[src/rtl/dcache_port_sched_if.sv]
// Handshake bundle between the MEM1 stage, the DCache port scheduler and the DCache.
// The scheduler sits on the slave modport; the surrounding pipeline/DCache use master.
interface dcache_port_sched_if;
    logic        ex_flush;
    logic        m1_req_valid;
    logic        m1_req_wr;
    logic [31:0] m1_req_addr;
    logic [3:0]  m1_req_wstrb;
    logic [31:0] m1_req_wdata;
    logic        m1_req_ready;
    logic        m1_rdata_valid;
    logic [31:0] m1_rdata;
    logic        dcache_busy;
    logic        dc_req_valid;
    logic        dc_req_wr;
    logic [31:0] dc_req_addr;
    logic [3:0]  dc_req_wstrb;
    logic [31:0] dc_req_wdata;
    logic        dc_req_ready;
    logic        dc_rdata_valid;
    logic [31:0] dc_rdata;

    modport slave (
        input  ex_flush, m1_req_valid, m1_req_wr, m1_req_addr, m1_req_wstrb, m1_req_wdata,
               dc_req_ready, dc_rdata_valid, dc_rdata,
        output m1_req_ready, m1_rdata_valid, m1_rdata, dcache_busy,
               dc_req_valid, dc_req_wr, dc_req_addr, dc_req_wstrb, dc_req_wdata
    );

    modport master (
        output ex_flush, m1_req_valid, m1_req_wr, m1_req_addr, m1_req_wstrb, m1_req_wdata,
               dc_req_ready, dc_rdata_valid, dc_rdata,
        input  m1_req_ready, m1_rdata_valid, m1_rdata, dcache_busy,
               dc_req_valid, dc_req_wr, dc_req_addr, dc_req_wstrb, dc_req_wdata
    );
endinterface

[src/rtl/dcache_port_sched.sv]
// Single-port DCache scheduler: loads go straight to the DCache, stores are posted into an
// in-order store buffer and drained in the background whenever no load is waiting.
module dcache_port_sched #(
    parameter int SB_DEPTH = 4
) (
    input  logic                clk,
    input  logic                resetn,
    dcache_port_sched_if.slave  bus
);
    localparam int PW = $clog2(SB_DEPTH);

    typedef enum logic [2:0] {IDLE, LD_REQ, LD_WAIT, DR_REQ, DR_WAIT} state_t;

    typedef struct packed {
        logic        wr;
        logic [31:0] addr;
        logic [3:0]  wstrb;
        logic [31:0] wdata;
    } dc_req_t;

    state_t        state;
    dc_req_t       dc_req_q;
    logic          dc_req_valid_q;
    logic          flush_pending;

    logic [29:0]   sb_addr  [SB_DEPTH];
    logic [3:0]    sb_wstrb [SB_DEPTH];
    logic [31:0]   sb_wdata [SB_DEPTH];
    logic [PW-1:0] sb_head;
    logic [PW-1:0] sb_tail;
    logic [PW:0]   sb_count;

    logic sb_full;
    logic ld_hit;
    logic ld_accept;
    logic st_accept;
    logic sb_pop;
    logic ld_done;
    logic ld_data_valid;

    assign sb_full = (sb_count == (PW+1)'(SB_DEPTH));

    // A load may not bypass a buffered store to the same word; there is no forwarding path.
    always_comb begin
        logic [PW-1:0] off;
        // NOTE: every always_comb output gets a default first, so no path can infer a latch.
        ld_hit = 1'b0;
        off    = '0;
        for (int i = 0; i < SB_DEPTH; i++) begin
            off = PW'(i) - sb_head;
            if (({1'b0, off} < sb_count) && (sb_addr[i] == bus.m1_req_addr[31:2]))
                ld_hit = 1'b1;
        end
    end

    assign bus.m1_req_ready = bus.m1_req_valid && !bus.ex_flush &&
                              (bus.m1_req_wr ? !sb_full : (state == IDLE && !ld_hit));
    assign ld_accept = bus.m1_req_ready && !bus.m1_req_wr;
    assign st_accept = bus.m1_req_ready &&  bus.m1_req_wr;
    assign sb_pop    = (state == DR_WAIT) && bus.dc_rdata_valid;
    assign ld_done   = (state == LD_WAIT) && bus.dc_rdata_valid;

    // Data for a flushed load is still consumed from the DCache, just never reported.
    assign ld_data_valid      = ld_done && !flush_pending && !bus.ex_flush;
    assign bus.m1_rdata_valid = ld_data_valid;
    assign bus.m1_rdata       = ld_done ? bus.dc_rdata : '0;
    assign bus.dcache_busy    = !ld_data_valid &&
        ((((state == LD_REQ) || (state == LD_WAIT)) && !bus.dc_rdata_valid) ||
         (bus.m1_req_valid && !bus.m1_req_wr && !bus.m1_req_ready));

    assign bus.dc_req_valid = dc_req_valid_q;
    assign bus.dc_req_wr    = dc_req_q.wr;
    assign bus.dc_req_addr  = dc_req_q.addr;
    assign bus.dc_req_wstrb = dc_req_q.wstrb;
    assign bus.dc_req_wdata = dc_req_q.wdata;

    // NOTE: buffer storage is not reset; head/tail/count alone decide which entries are live.
    always_ff @(posedge clk) begin
        if (st_accept) begin
            sb_addr[sb_tail]  <= bus.m1_req_addr[31:2];
            sb_wstrb[sb_tail] <= bus.m1_req_wstrb;
            sb_wdata[sb_tail] <= bus.m1_req_wdata;
        end
    end

    always_ff @(posedge clk) begin
        if (!resetn) begin
            sb_head  <= '0;
            sb_tail  <= '0;
            sb_count <= '0;
        end else begin
            if (st_accept) sb_tail <= sb_tail + PW'(1);
            if (sb_pop)    sb_head <= sb_head + PW'(1);
            sb_count <= sb_count + (PW+1)'(st_accept) - (PW+1)'(sb_pop);
        end
    end

    // NOTE: sequential state uses non-blocking assignments so every branch sees pre-edge values.
    always_ff @(posedge clk) begin
        if (!resetn) begin
            state          <= IDLE;
            dc_req_valid_q <= 1'b0;
            dc_req_q       <= '0;
            flush_pending  <= 1'b0;
        end else begin
            case (state)
                IDLE: begin
                    flush_pending <= 1'b0;
                    if (ld_accept) begin
                        state          <= LD_REQ;
                        dc_req_valid_q <= 1'b1;
                        dc_req_q       <= '{wr: 1'b0, addr: bus.m1_req_addr, wstrb: 4'b0, wdata: 32'b0};
                    end else if (sb_count != '0) begin
                        state          <= DR_REQ;
                        dc_req_valid_q <= 1'b1;
                        dc_req_q       <= '{wr: 1'b1, addr: {sb_addr[sb_head], 2'b00},
                                            wstrb: sb_wstrb[sb_head], wdata: sb_wdata[sb_head]};
                    end
                end
                LD_REQ: begin
                    // Once the DCache has taken the address the response must still be absorbed.
                    if (bus.dc_req_ready) begin
                        state          <= LD_WAIT;
                        flush_pending  <= bus.ex_flush;
                        dc_req_valid_q <= 1'b0;
                        dc_req_q       <= '0;
                    end else if (bus.ex_flush) begin
                        state          <= IDLE;
                        dc_req_valid_q <= 1'b0;
                        dc_req_q       <= '0;
                    end
                end
                LD_WAIT: begin
                    if (bus.ex_flush)       flush_pending <= 1'b1;
                    if (bus.dc_rdata_valid) state         <= IDLE;
                end
                DR_REQ: begin
                    if (bus.dc_req_ready) begin
                        state          <= DR_WAIT;
                        dc_req_valid_q <= 1'b0;
                        dc_req_q       <= '0;
                    end
                end
                DR_WAIT: begin
                    if (bus.dc_rdata_valid) state <= IDLE;
                end
                default: state <= IDLE;
            endcase
        end
    end
endmodule

[src/flat_wrapper.sv]
// flat-port wrapper written by rule: the top's interface ports become plain ports
module dcache_port_sched_flat 
#(
    parameter int SB_DEPTH = 4
)
  (clk, resetn, bus_ex_flush, bus_m1_req_valid, bus_m1_req_wr, bus_m1_req_addr, bus_m1_req_wstrb, bus_m1_req_wdata, bus_dc_req_ready, bus_dc_rdata_valid, bus_dc_rdata, bus_m1_req_ready, bus_m1_rdata_valid, bus_m1_rdata, bus_dcache_busy, bus_dc_req_valid, bus_dc_req_wr, bus_dc_req_addr, bus_dc_req_wstrb, bus_dc_req_wdata);
  dcache_port_sched_if bus_i ();
  input  logic clk;
  input  logic resetn;
  input wire logic [$bits(bus_i.ex_flush)-1:0] bus_ex_flush;
  input wire logic [$bits(bus_i.m1_req_valid)-1:0] bus_m1_req_valid;
  input wire logic [$bits(bus_i.m1_req_wr)-1:0] bus_m1_req_wr;
  input wire logic [$bits(bus_i.m1_req_addr)-1:0] bus_m1_req_addr;
  input wire logic [$bits(bus_i.m1_req_wstrb)-1:0] bus_m1_req_wstrb;
  input wire logic [$bits(bus_i.m1_req_wdata)-1:0] bus_m1_req_wdata;
  input wire logic [$bits(bus_i.dc_req_ready)-1:0] bus_dc_req_ready;
  input wire logic [$bits(bus_i.dc_rdata_valid)-1:0] bus_dc_rdata_valid;
  input wire logic [$bits(bus_i.dc_rdata)-1:0] bus_dc_rdata;
  output wire logic [$bits(bus_i.m1_req_ready)-1:0] bus_m1_req_ready;
  output wire logic [$bits(bus_i.m1_rdata_valid)-1:0] bus_m1_rdata_valid;
  output wire logic [$bits(bus_i.m1_rdata)-1:0] bus_m1_rdata;
  output wire logic [$bits(bus_i.dcache_busy)-1:0] bus_dcache_busy;
  output wire logic [$bits(bus_i.dc_req_valid)-1:0] bus_dc_req_valid;
  output wire logic [$bits(bus_i.dc_req_wr)-1:0] bus_dc_req_wr;
  output wire logic [$bits(bus_i.dc_req_addr)-1:0] bus_dc_req_addr;
  output wire logic [$bits(bus_i.dc_req_wstrb)-1:0] bus_dc_req_wstrb;
  output wire logic [$bits(bus_i.dc_req_wdata)-1:0] bus_dc_req_wdata;
  assign bus_i.ex_flush = bus_ex_flush;
  assign bus_i.m1_req_valid = bus_m1_req_valid;
  assign bus_i.m1_req_wr = bus_m1_req_wr;
  assign bus_i.m1_req_addr = bus_m1_req_addr;
  assign bus_i.m1_req_wstrb = bus_m1_req_wstrb;
  assign bus_i.m1_req_wdata = bus_m1_req_wdata;
  assign bus_i.dc_req_ready = bus_dc_req_ready;
  assign bus_i.dc_rdata_valid = bus_dc_rdata_valid;
  assign bus_i.dc_rdata = bus_dc_rdata;
  assign bus_m1_req_ready = bus_i.m1_req_ready;
  assign bus_m1_rdata_valid = bus_i.m1_rdata_valid;
  assign bus_m1_rdata = bus_i.m1_rdata;
  assign bus_dcache_busy = bus_i.dcache_busy;
  assign bus_dc_req_valid = bus_i.dc_req_valid;
  assign bus_dc_req_wr = bus_i.dc_req_wr;
  assign bus_dc_req_addr = bus_i.dc_req_addr;
  assign bus_dc_req_wstrb = bus_i.dc_req_wstrb;
  assign bus_dc_req_wdata = bus_i.dc_req_wdata;
  dcache_port_sched #(.SB_DEPTH(SB_DEPTH)) u_core (.clk(clk), .resetn(resetn), .bus(bus_i));
endmodule
[config.mk]
export PLATFORM = sky130hd
export DESIGN_NAME = dcache_port_sched_flat
export DESIGN_NICKNAME = d
export VERILOG_FILES = /design/src/rtl/dcache_port_sched_if.sv /design/src/rtl/dcache_port_sched.sv /design/src/flat_wrapper.sv
export SDC_FILE = /design/constraint.sdc
export NUM_CORES = 1
export LEC_CHECK = 0
export ABC_AREA = 1
export BUFFER_PORTS_ARGS = -buffer_cell sky130_fd_sc_hd__buf_2
export CAP_MARGIN = 20
export CELL_PAD_IN_SITES_DETAIL_PLACEMENT = 0
export CELL_PAD_IN_SITES_GLOBAL_PLACEMENT = 1
export CORE_MARGIN = 2
export CORE_UTILIZATION = 30
export CTS_CLUSTER_SIZE = 20
export DETAILED_ROUTE_END_ITERATION = 10
export HOLD_SLACK_MARGIN = 0.03
export PLACE_DENSITY = 0.72
export SETUP_SLACK_MARGIN = 0.2
export SLEW_MARGIN = 15
export SYNTH_ARGS = -nofsm -noshare
export SYNTH_HDL_FRONTEND = slang
export SYNTH_SLANG_ARGS = --single-unit
[constraint.sdc]
create_clock -name clk -period 4.5 [get_ports clk]
set_input_delay 0.9 -clock clk [delete_from_list [all_inputs] [get_ports clk]]
set_output_delay 0.9 -clock clk [all_outputs]
set_load 0.02 [all_outputs]
==> metrics.yaml <==
status: "complete, no violations"
tritoncts: "yes"
hold_viol_final: 0
wl_per_cell_um: 17.48
critPathBufInv: 2
synth_area_um2: 16190
end_kind: "output pin"
period_share_pct: 86.63
antenna_found_initial: 9
std_cell_rows: 85
clock_latency_ns: 0.56
route.met3.wl_um: 2464
multi_input_area_um2: 5478
reg2reg_from: "u_core.sb_head[0]"
path_clk_slew_ns: 0.06
place_congestion: 0.8300
hold_class: "reg -> reg"
htree_levels: 2
drt-total-wl_um: 47030
fmax_mhz: 256.5
grtUsageTotal_pct: 16.58
setup_viol: 0
path_delay_family: "simple AND/OR/NAND/NOR gates"
holdCritStartpoint: "u_core.flush_pending"
fin_hold_ws_ns: 0.4532
cts_root_buf: "clkbuf_16"
die_y_um: 236.3
timing.rr.end: "u_core.bus.dc_req_wdata[21]"
portBuffers: 211
ys_warn_count: 0
async_flop_share_pct: 0
grt_setup_unrepaired: "false"
reg2regPathDepth: 14
crit_path_max_fanout: 6
rrSetupSlack_ns: 1.22
die_area_um2: 55840
cap_violations: 0
p_int_w: 0.006422
worst_pin_slew_ns: 0.9621
synthFlopType: "edfxtp_1"
hold-path-endpoint: "u_core.flush_pending"
p_per_area_nw_per_um2: 501.6
clock-sinks: 347
cp_cell_sequence: "xor2_1 -> inv_1 -> ha_1 -> a21boi_0 -> o21ai_0 -> nand4_1 -> nor2_2 -> nor2_4 -> nand3b_1 -> nand2_1 -> nand2_1 -> nand2_1 -> a21oi_1 -> buf_2"
seq_power_share_pct: 39.8
grt_pass1_vias: 12300
p_switching_w: 0.003243
critical_path_required_ns: 3.60
first_pass_iters: 5
met1Wirelength_um: 20710
dr_wl_met2_um: 22520
core_um2: 53600
layout_min_cycle_time_ns: 3.899
nFillCells: 5513
crit_arrival_ns: 3.00
layout.nets: 2079
critPathKind: "reg -> out"
worst_setup_path_start_kind: "register"
fin_skew_ns: 0.02250
syn_area_per_cell_um2: 9.054
p_leak_nw: 8.205
drive_gt1_share_pct: 15.41
vias_per_cell: 4.707
drv_slew: 0
peakVddDrop_uv: 399.1
area_growth_pct: 19.02
cts_resized: 0
grt_max_degree: 86
drc: 0
netlist_instances: 1788
regArea_um2: 9593
top_layer: "met5"
vias: 12666
synth_seq_area_share_pct: 59.24
synth_edf_count: 264
dieWidth_um: 236.3
dpl-instance-area_um2: 17960
slew-limit-headroom_pct: 35.86
synthDistinctLibCells: 37
ys_ff_latch: 347
cts_buffer_depth: 3
final_cell_area_um2: 19270
grt.overflow.total: 0
worst_path_most_repeated_cell: "nand2_1"
max_stage_delay_ns: 0.42
postCtsHoldBufs: 0
initial_core_util_pct: 30.20
cp_slowest_cell: "dfxtp_1"
pin_count: 212
comb_power_share_pct: 26.5
hold_path_depth: 2
drt_iter0_markers: 864
syn-num-nets: 1906
cts_setup_buffers: 0
p_sw_share_pct: 33.55
cts_buffers: 40
grt_pass1_wl_um: 71750
clkPwrFrac_pct: 33.7
hpwl_um: 29830
detail-route-antenna-nets: 0
==> cell usage in the layout, fill, tap and decap left out, types with 2 or more instances in the layout <==
cell type / netlist / routed
nor2_4: 1 / 5
nor2_1: 256 / 252
nor2_2: 2 / 2
clkinv_1: 1 / 8
o21ai_0: 78 / 78
xnor2_1: 19 / 19
nand2_1: 469 / 468
ha_1: 10 / 10
nor3_1: 6 / 6
inv_2: 4 / 4
nand4_1: 39 / 39
nand3_1: 43 / 43
xor2_1: 45 / 45
dfxtp_1: 83 / 82
buf_2: 19 / 211
inv_1: 176 / 175
a21oi_1: 132 / 132
buf_4: 2 / 19
clkbuf_16: 0 / 42
buf_12: 0 / 7
diode_2: 0 / 3
nand2_2: 1 / 2
clkinv_2: 0 / 5
a32o_1: 24 / 24
bufinv_16: 0 / 4
edfxtp_1: 264 / 264
a211oi_1: 2 / 2
nor4_1: 2 / 2
o22ai_1: 16 / 16
clkbuf_1: 65 / 13
==> worst min-delay path: cells and delay by family, from the launching register on <==
kind | cells | cell delay (ns)
AOI/OAI and AO/OA | 1 | 0.05
DFF | 1 | 0.31
buffers and inverters | 1 | 0.05
==> worst max-delay path by stage <==
stage,cells past startpoint,start,end,slack (ns)
after floorplan,5,bus_m1_req_wr,u_core.sb_addr[0][0],-0.27
after global placement,17,bus_m1_req_addr[21],bus_dcache_busy,0.74
after detailed placement,17,bus_m1_req_addr[21],bus_dcache_busy,0.76
after CTS,14,u_core.sb_head[0],bus_dcache_busy,0.55
after global routing,14,u_core.sb_head[0],bus_dcache_busy,0.36
final,14,u_core.sb_head[0],bus_dcache_busy,0.60
==> sequential cells by signal, indices dropped and copies added (netlist names), 2 cells and up, named ones only <==
signal	count
u_core.sb_tail	2
u_core.bus.dc_req_addr	32
u_core.sb_count	3
u_core.sb_addr	120
u_core.bus.dc_req_wstrb	4
u_core.state	3
u_core.sb_wdata	128
u_core.sb_head	2
u_core.sb_wstrb	16
u_core.bus.dc_req_wdata	32
==> power groups by stage <==
stage	Combinational (W)	Sequential, W	Clock [W]
finish	0.00256	0.00385	0.00325
global route	0.00286	0.00388	0.00346
CTS	0.00261	0.00385	0.00334
detailed placement	0.00260	0.00391	0
global placement	0.00258	0.00391	0
floorplan	0.00147	0.00415	0
==> layer usage <==
layer  track usage [%]  vias to the layer above
met5                 0                        -
met4             5.677                       12
met3             3.125                       90
met2             28.11                      315
met1             21.20                     6020
li1                  -                     6229
==> kinds of logic (layout without fill, tap and decap cells) <==
| family | count (synthesis) | in the layout | synth area share (%) |
|---|---|---|---|
| fa+ha+maj | 11 | 11 | 0.8966 |
| compound gates | 256 | 256 | 8.904 |
| xor+xnor | 64 | 64 | 3.463 |
| simple gates | 823 | 823 | 20.33 |
| flops | 347 | 347 | 59.24 |
| buf+inv | 287 | 491 | 7.173 |
| other cells | 0 | 3 | 0 |
==> cell type report <==
type | count | area share [%]
Antenna cell | 3 | 0.03896
Multi-Input combinational cell | 1154 | 28.43
Inverter | 181 | 3.533
Clock inverter | 18 | 1.033
Tap cell | 696 | 4.520
Sequential cell | 347 | 49.79
Clock buffer | 55 | 5.708
Timing Repair Buffer | 237 | 6.948
==> per-stage QoR <==
stage | instances | worst slack (ns) | util (%) | power [W] | setup TNS, ns
floorplan | 1788 | -0.2741 | - | 0.005626 | -72.36
global placement | 2615 | 0.7414 | 33.51 | 0.006500 | 0
detailed placement | 2615 | 0.7574 | 33.51 | 0.006510 | 0
CTS | 2688 | 0.5470 | 35.93 | 0.009802 | 0
global route | 2690 | 0.3605 | 35.94 | 0.01019 | 0
finish | 2691 | 0.6014 | 35.95 | 0.009665 | 0
==> Yosys cell counts (2+ instances only) <==
cell type | n | area, µm²
nand2_1 | 469 | 1760
edfxtp_1 | 264 | 7928
nor2_1 | 256 | 960.9
inv_1 | 176 | 660.6
a21oi_1 | 132 | 660.6
dfxtp_1 | 83 | 1662
o21ai_0 | 78 | 390.4
clkbuf_1 | 65 | 244.0
xor2_1 | 45 | 394.1
nand3_1 | 43 | 215.2
nand4_1 | 39 | 244.0
a32o_1 | 24 | 240.2
buf_2 | 19 | 95.09
xnor2_1 | 19 | 166.4
o22ai_1 | 16 | 100.1
clkbuf_2 | 12 | 60.06
ha_1 | 10 | 125.1
nor3_1 | 6 | 30.03
buf_6 | 5 | 56.30
inv_2 | 4 | 15.01
buf_1 | 3 | 11.26
a211oi_1 | 2 | 15.01
buf_4 | 2 | 15.01
nor2_2 | 2 | 12.51
nor4_1 | 2 | 12.51
(Power assumes the default switching activity.)
